--- src/rtl/idma_pkg.sv ---
// Shared types and field positions for the transfer scheduler: FSM states,
// command word C1 layout, status word layout and AXI response codes.
package idma_pkg;

    typedef enum logic [2:0] {
        ST_RST,
        ST_IDLE,
        ST_CALC,
        ST_C1,
        ST_C2,
        ST_C3,
        ST_WAIT,
        ST_DONE
    } state_e;

    // C1 word: {dir, 3'b000, bytes[11:0], local addr[15:0]}
    localparam int C1_DIR      = 31;
    localparam int C1_BYTES_HI = 27;
    localparam int C1_BYTES_LO = 16;
    localparam int C1_ADDR_HI  = 15;
    localparam int C1_ADDR_LO  = 0;

    // Status word shares dir/bytes/addr positions with C1, adds resp
    localparam int ST_DIR      = 31;
    localparam int ST_RESP_HI  = 29;
    localparam int ST_RESP_LO  = 28;

    localparam logic [1:0] RESP_OKAY = 2'b00;

    function automatic logic [31:0] c1_word(input logic dir, input logic [11:0] bytes,
                                            input logic [15:0] addr);
        return {dir, 3'b000, bytes, addr};
    endfunction

endpackage

--- src/rtl/idma_chunk_calc.sv ---
// Chunk size: the smaller of the bytes left and the distance to the next
// MAX_BYTES-aligned external boundary.
module idma_chunk_calc #(
    parameter int MAX_BYTES = 256
) (
    input  logic [15:0] i_remaining,
    input  logic [10:0] i_ext_addr,
    output logic [11:0] o_chunk
);

    logic [11:0] w_off;
    logic [11:0] w_room;

    assign w_off   = {1'b0, i_ext_addr} & 12'(MAX_BYTES - 1);
    assign w_room  = 12'(MAX_BYTES) - w_off;
    assign o_chunk = (i_remaining < {4'd0, w_room}) ? i_remaining[11:0] : w_room;

endmodule

--- src/rtl/idma_cmd_sched.sv ---
// Splits one copy request into boundary-safe chunks, issues a 3-word command
// per chunk to the mover, checks each status and reports one completion.
module idma_cmd_sched
    import idma_pkg::*;
#(
    parameter int MAX_BYTES = 256
) (
    input  logic        aclk,
    input  logic        aresetn,
    input  logic        req_valid,
    output logic        req_ready,
    input  logic        req_dir,
    input  logic [15:0] req_bytes,
    input  logic [15:0] req_int_addr,
    input  logic [63:0] req_ext_addr,
    output logic [31:0] cmd_m_tdata,
    output logic        cmd_m_tvalid,
    output logic        cmd_m_tlast,
    input  logic        cmd_m_tready,
    input  logic [31:0] stat_s_tdata,
    input  logic        stat_s_tvalid,
    input  logic        stat_s_tlast,
    output logic        stat_s_tready,
    output logic        done_valid,
    input  logic        done_ready,
    output logic        done_error,
    output logic [15:0] done_bytes
);

    state_e      r_state;
    state_e      w_next;
    logic        r_dir;
    logic        r_err;
    logic [15:0] r_rem;
    logic [15:0] r_int;
    logic [15:0] r_acc;
    logic [63:0] r_ext;
    logic [11:0] r_chunk;
    logic [11:0] w_chunk;
    logic [15:0] w_rem_next;
    logic        w_mismatch;
    logic        w_bad;
    logic        w_unused_stat;

    idma_chunk_calc #(.MAX_BYTES(MAX_BYTES)) u_chunk_calc (
        .i_remaining (r_rem),
        .i_ext_addr  (r_ext[10:0]),
        .o_chunk     (w_chunk)
    );

    // tlast and the reserved status bit carry no information here
    assign w_unused_stat = ^{stat_s_tlast, stat_s_tdata[30]};

    assign w_mismatch = (stat_s_tdata[ST_DIR] != r_dir)
                     || (stat_s_tdata[C1_BYTES_HI:C1_BYTES_LO] != r_chunk)
                     || (stat_s_tdata[C1_ADDR_HI:C1_ADDR_LO] != r_int);
    assign w_bad      = (stat_s_tdata[ST_RESP_HI:ST_RESP_LO] != RESP_OKAY) || w_mismatch;
    assign w_rem_next = r_rem - {4'd0, r_chunk};

    always_comb begin
        w_next = r_state;
        case (r_state)
            ST_RST:  w_next = ST_IDLE;
            ST_IDLE: if (req_valid) w_next = (req_bytes == 16'd0) ? ST_DONE : ST_CALC;
            ST_CALC: w_next = ST_C1;
            ST_C1:   if (cmd_m_tready) w_next = ST_C2;
            ST_C2:   if (cmd_m_tready) w_next = ST_C3;
            ST_C3:   if (cmd_m_tready) w_next = ST_WAIT;
            ST_WAIT: if (stat_s_tvalid)
                         w_next = (r_err || w_bad || w_rem_next == 16'd0) ? ST_DONE : ST_CALC;
            ST_DONE: if (done_ready) w_next = ST_IDLE;
            default: w_next = ST_RST;
        endcase
    end

    always_comb begin
        req_ready     = 1'b0;
        cmd_m_tvalid  = 1'b0;
        cmd_m_tlast   = 1'b0;
        cmd_m_tdata   = 32'd0;
        stat_s_tready = 1'b0;
        done_valid    = 1'b0;
        done_error    = 1'b0;
        done_bytes    = 16'd0;
        case (r_state)
            ST_IDLE: req_ready = 1'b1;
            ST_C1: begin
                cmd_m_tvalid = 1'b1;
                cmd_m_tdata  = c1_word(r_dir, r_chunk, r_int);
            end
            ST_C2: begin
                cmd_m_tvalid = 1'b1;
                cmd_m_tdata  = r_ext[31:0];
            end
            ST_C3: begin
                cmd_m_tvalid = 1'b1;
                cmd_m_tlast  = 1'b1;
                cmd_m_tdata  = r_ext[63:32];
            end
            ST_WAIT: stat_s_tready = 1'b1;
            ST_DONE: begin
                done_valid = 1'b1;
                done_error = r_err;
                done_bytes = r_acc;
            end
            default: ;
        endcase
    end

    always_ff @(posedge aclk) begin
        if (!aresetn) begin
            r_state <= ST_RST;
            r_dir   <= 1'b0;
            r_err   <= 1'b0;
            r_rem   <= 16'd0;
            r_int   <= 16'd0;
            r_acc   <= 16'd0;
            r_ext   <= 64'd0;
            r_chunk <= 12'd0;
        end else begin
            r_state <= w_next;
            if (r_state == ST_IDLE && req_valid) begin
                r_dir <= req_dir;
                r_rem <= req_bytes;
                r_int <= req_int_addr;
                r_ext <= req_ext_addr;
                r_err <= 1'b0;
                r_acc <= 16'd0;
            end
            if (r_state == ST_CALC) r_chunk <= w_chunk;
            // Addresses advance even on a failed chunk; the transfer stops anyway
            if (r_state == ST_WAIT && stat_s_tvalid) begin
                if (w_bad) r_err <= 1'b1;
                else       r_acc <= r_acc + {4'd0, r_chunk};
                r_int <= r_int + {4'd0, r_chunk};
                r_ext <= r_ext + {52'd0, r_chunk};
                r_rem <= w_rem_next;
            end
        end
    end

endmodule

--- config.mk ---
export PLATFORM = sky130hd
export DESIGN_NAME = idma_cmd_sched
export DESIGN_NICKNAME = d
export VERILOG_FILES = /design/src/rtl/idma_pkg.sv /design/src/rtl/idma_chunk_calc.sv /design/src/rtl/idma_cmd_sched.sv
export SDC_FILE = /design/constraint.sdc
export NUM_CORES = 1
export LEC_CHECK = 0
export ABC_AREA = 1
export CAP_MARGIN = 25
export CORE_MARGIN = 3
export CORE_UTILIZATION = 45
export CTS_BUF_LIST = sky130_fd_sc_hd__clkbuf_8
export DETAILED_ROUTE_END_ITERATION = 8
export PLACE_DENSITY_LB_ADDON = 0.25
export SYNTH_ARGS = -nofsm -noshare
export SYNTH_HDL_FRONTEND = slang
export SYNTH_SLANG_ARGS = --single-unit
export TNS_END_PERCENT = 30
--- constraint.sdc ---
create_clock -name aclk -period 3.6 [get_ports aclk]
set_input_delay 0.72 -clock aclk [delete_from_list [all_inputs] [get_ports aclk]]
set_output_delay 0.72 -clock aclk [all_outputs]
set_load 0.1 [all_outputs]
; ---- After elaboration in Yosys (flattened, before gate mapping)
; Index checks and enable logic that the tools add are counted.
[word_totals]
wordCells = 74
regBits = 129
input_bits = 136
output_inout_bits = 54
[op_classes]
eq_ne = 16
addsub = 5
mux = 30
magnitude_cmp = 1
n_reduce_logical = 14
[op_table]
columns = operator, n
row1 = two-way mux 16 bit, 8
row2 = two-way mux 64 bit, 2
row3 = case mux 32 bit (3 select lines), 1
row4 = adder 64 x 12 -> 64 bit, 1
row5 = adder 16 x 12 -> 16 bit, 2
row6 = zero test 16 bit, 2
row7 = two-way mux 3 bit, 8
row8 = case mux 3 bit (8 select lines), 1
row9 = less-than comparator 16 x 12 -> 1 bit, 1
row10 = inequality test 16 bit, 1
row11 = subtractor 16 x 12 -> 16 bit, 1
row12 = "equality test 3 bit, second input constant", 4
row13 = two-way mux 12 bit, 1
row14 = inequality test 12 bit, 1
row15 = "inequality test 2 bit, second input constant", 6
row16 = "subtractor 9 x 8 -> 10 bit, first input constant", 1
row17 = two-way mux 1 bit, 9
row18 = "equality test 3 x 2 -> 1 bit, second input constant", 2
row19 = AND reduction 6 bit, 1
row20 = logical OR 1 bit, 5
row21 = nonzero test 2 bit, 2
row22 = "equality test 3 x 1 -> 1 bit, second input constant", 1
row23 = zero test 3 bit, 1
row24 = OR reduction 3 bit, 1
row25 = other kinds (2), 3

; ---- Longest topological paths before layout
[depth]
word_depth = 9
ltp_mapped = 20
depth_no_buf = 20

; ---- Modules after synthesis
; Synthesis repeated with hierarchy kept, for this count alone.
[hier_totals]
cells_unflattened = 1977
area_unflattened_um2 = 11967.7
[modules_own_cells]
columns = module, n_inst, seq_area_each_um2, cells_per_inst, area_each_um2
row1 = idma_cmd_sched, 1, 2582.5, 1879, 11426.0
row2 = idma_chunk_calc, 1, 0.0, 98, 541.8

; ---- Least setup slack after synthesis
; OpenSTA, ideal clock, no wires.
[synth_timing]
kind = register to output
start = reg r_state[2]
end = out done_bytes[10]
stages_incl_launch_ff = 6
n_path_buf = 1
required_time_ps = 2880
slack_ps = -996
t_arrival_ps = 3876
path_cell_list = dfxtp_1 -> inv_1 -> nor2_1 -> clkinv_1 -> clkbuf_1 -> nor2_1
[synth_between]
elab_chain_cells = 2
[synth_lines]
columns = element, line_no
row1 = start: declaration, idma_cmd_sched.sv:30  ; state_e r_state;
row2 = start signal: assignment, idma_cmd_sched.sv:121  ; r_state <= w_next;
row3 = equality test 3 bit, idma_cmd_sched.sv:85  ; case (r_state)
row4 = two-way mux 16 bit, idma_cmd_sched.sv:85
row5 = end: declaration, idma_cmd_sched.sv:27  ; output logic [15:0] done_bytes
; No other way between the ends.

; ---- Worst setup path after layout
[layout_timing]
start = reg r_state[2]
end = out cmd_m_tdata[17]
[layout_between]
elab_chain_cells = 2
word_cells_on_any_way = 4
cone_classes = 3 x eq/ne / 1 x mux
[layout_lines]
columns = element, line_no
row1 = equality test 3 bit or equality test 3 x 2 -> 1 bit (tied branches), idma_cmd_sched.sv:85
row2 = case mux 32 bit (3 select lines) (*), idma_cmd_sched.sv:85
row3 = end: declaration, idma_cmd_sched.sv:16  ; output logic [31:0] cmd_m_tdata,
; Mark *: on every way between the ends. The rest lies on a longest branch, timed or not.

==> flow_summary.ini <==
[outcome]
outcome = finished, final reports clean

[worst_setup_path]
critPathRequiredTime_ns = 2.88
path_common_cell = buf_4
worstPathArrival_ns = 2.59
worst-path-buf-inv = 4
path_delay_family = buffers and inverters
cp-start-kind = flip-flop
slowest_delay_ns = 0.43
cp_slowest_cell = o221ai_1
worst_setup_path_end_kind = primary output
worstPathMaxFanout = 17
critPathKind = flip-flop to primary output
worstPathCellList = inv_1, nor2_1, buf_4, nand2_1, buf_4, o221ai_1, buf_12

[routing]
vias_per_cell = 5.74
drt_pre_antenna_iters = 5
drtIter0Drc = 1516
route.detailed.drc = 0
ant_nets = 0
num_vias = 14000
wl_um = 50300
wl_per_cell_um = 20.6

[finish]
layout.nets = 2297
diodes = 0
fin_area_sq_um = 14500
final_cells = 2443
drive_gt1_share_pct = 7.34
layout_commonest_cell = nand2_1
final_cell_mix = nand2_1, inv_1, nor2_1
synthToLayoutAreaGrowth_pct = 25.4
fill_cells = 2587

[placement]
port_buffers = 187
dp_cells = 2411
gp_congestion = 0.989
place_area_sq_um = 14100
hpwlAfterDp_um = 39400

[global_routing]
antenna_found_initial = 0
grt_usage_pct = 35.2
grt_first_pass_wirelength_um = 76800
first_global_vias = 13300
grt_overflow_total = 0
grt_max_degree = 109

[sta]
tightestPinTransition_ns = 0.678
fin_crit_sh_pct = 91.9
relSlewSlack_pct = 54.4
rsz0062_at_grt = no
hold_viol_final = 0
fin_crit_ns = 3.31
drv_slew = 0
finClkSkew_ns = 0.0313
setup_violations = 0
max_freq_mhz = 302

[logic_synthesis]
synth_flop_cell = dfxtp_1
synth_area_leaders = dfxtp_1, nand2_1, inv_1, a21oi_1, nand3_1
syn_inst = 1936
yosys.area.top_type = dfxtp_1
ys_ff_latch = 129
async_flop_share_pct = 0
syn-num-nets = 2133
ys_seq_area_share_pct = 22.3
syn_area_per_cell_sq_um = 5.99
ys_warn_count = 0
synth_edf_count = 0
ys_types = 52
synthesis.area_sq_um = 11600
yosysTopAreaCellShare_pct = 22.3

[clock_tree]
cts_buffer_depth = 2
ctsResizeCount = 0
cts-hold-fix-buffers = 0
cts.sinks = 129
path_clk_slew_ns = 0.10
postCtsSetupBuffers = 0
htreeDepth = 4
numCtsBuffers = 17
cts_root_buffer = clkbuf_8
clock_latency_ns = 0.48
cts_tree = done

[floorplanning]
initial_core_util_pct = 45.9
rows = 58
dieArea_sq_um = 27700
pin_count = 190
die_w_um = 167
coreArea_sq_um = 25300
die_h_um = 167

[flow_run]
drv_cap = 0

[pwr]
p_per_area_nw_per_um2 = 488
p_leak_nw = 5.69
power_mw = 7.09
ir_drop_mv = 0.437

[worst_hold_path]
hold_path.class = flip-flop to flip-flop
==> metrics by stage <==
stage	worst slack (ns)	hold slack [ns]	util, %	setup TNS, ns
2_1_floorplan	-0.374	0.459	-	-5.02
3_3_place_gp	0.721	0.469	56.0	0
3_5_place_dp	0.682	0.474	56.0	0
4_1_cts	0.364	0.490	57.6	0
5_1_grt	0.194	0.514	57.6	0
6_report	0.291	0.491	57.6	0
==> flip-flops by register name, indices dropped and copies added (netlist names) <==
name,cells
r_rem,16
r_acc,16
r_state,3
r_err,1
r_ext,64
r_int,16
r_dir,1
r_chunk,12
==> kinds of logic after synthesis <==
kind of cell,count (synthesis),synth area share [%]
compound gates,395,20.5
buf+inv,322,10.7
fa+ha+maj,61,6.84
simple gates,985,36.3
flops,129,22.3
xor+xnor,44,3.32
==> synthesized netlist by cell type (30+ instances only) <==
cell      instances
ha_1             57
xor2_1           35
dfxtp_1         129
nand3_1         144
clkbuf_1         46
o221ai_1         31
nor2_1          179
nand2_1         531
a21oi_1         161
inv_1           239
o211ai_1         30
nand4_1          37
o21ai_0          77
==> area by class of cell <==
type	count	area, sq um	area share, %
clock buffer	17	234	1.61
tap	330	413	2.84
multi-input combinational	1485	7790	53.6
inverter	252	947	6.52
sequential	129	2580	17.8
timing repair buffer	215	2400	16.5
clock inverter	15	170	1.17
==> worst reg2reg max path, cell delays in order, from the launching register on <==
cell      delay [ns]
dfxtp_1         0.67
ha_1            0.27
nand2_1         0.10
nor2_1          0.29
nand2_1         0.16
o21bai_2        0.39
nand2_1         0.20
nor2_1          0.39
nand2_1         0.10
nand2_1         0.07
nand3_1         0.06
nand2_1         0.08
a21oi_1         0.05
==> layer usage <==
metal  track usage [%]  part of all wire, %  vias up
met5                 0                    0        -
met4              17.8                  5.6        0
met3              4.79                  7.1      118
met2              58.5                   46      629
met1              44.9                   41     6483
li1                  -                    -     6781
==> worst paths after layout <==
path,endpoint,depth (start not counted),from,slack (ns)
setup / recovery,cmd_m_tdata[17],7,r_state[2],0.29
hold / removal,r_err,2,r_err,0.49
setup reg to reg,r_ext[53],12,r_chunk[6],0.62
hold reg to reg,r_err,2,r_err,0.49
==> report_power, final <==
| group | internal [mW] | leakage [nW] | switching (mW) |
|---|---|---|---|
| clock | 0.681 | 0.204 | 0.708 |
| sequential | 1.64 | 1.05 | 0.321 |
| combinational | 1.27 | 4.44 | 2.48 |
Power figures use the tool's default switching activity.
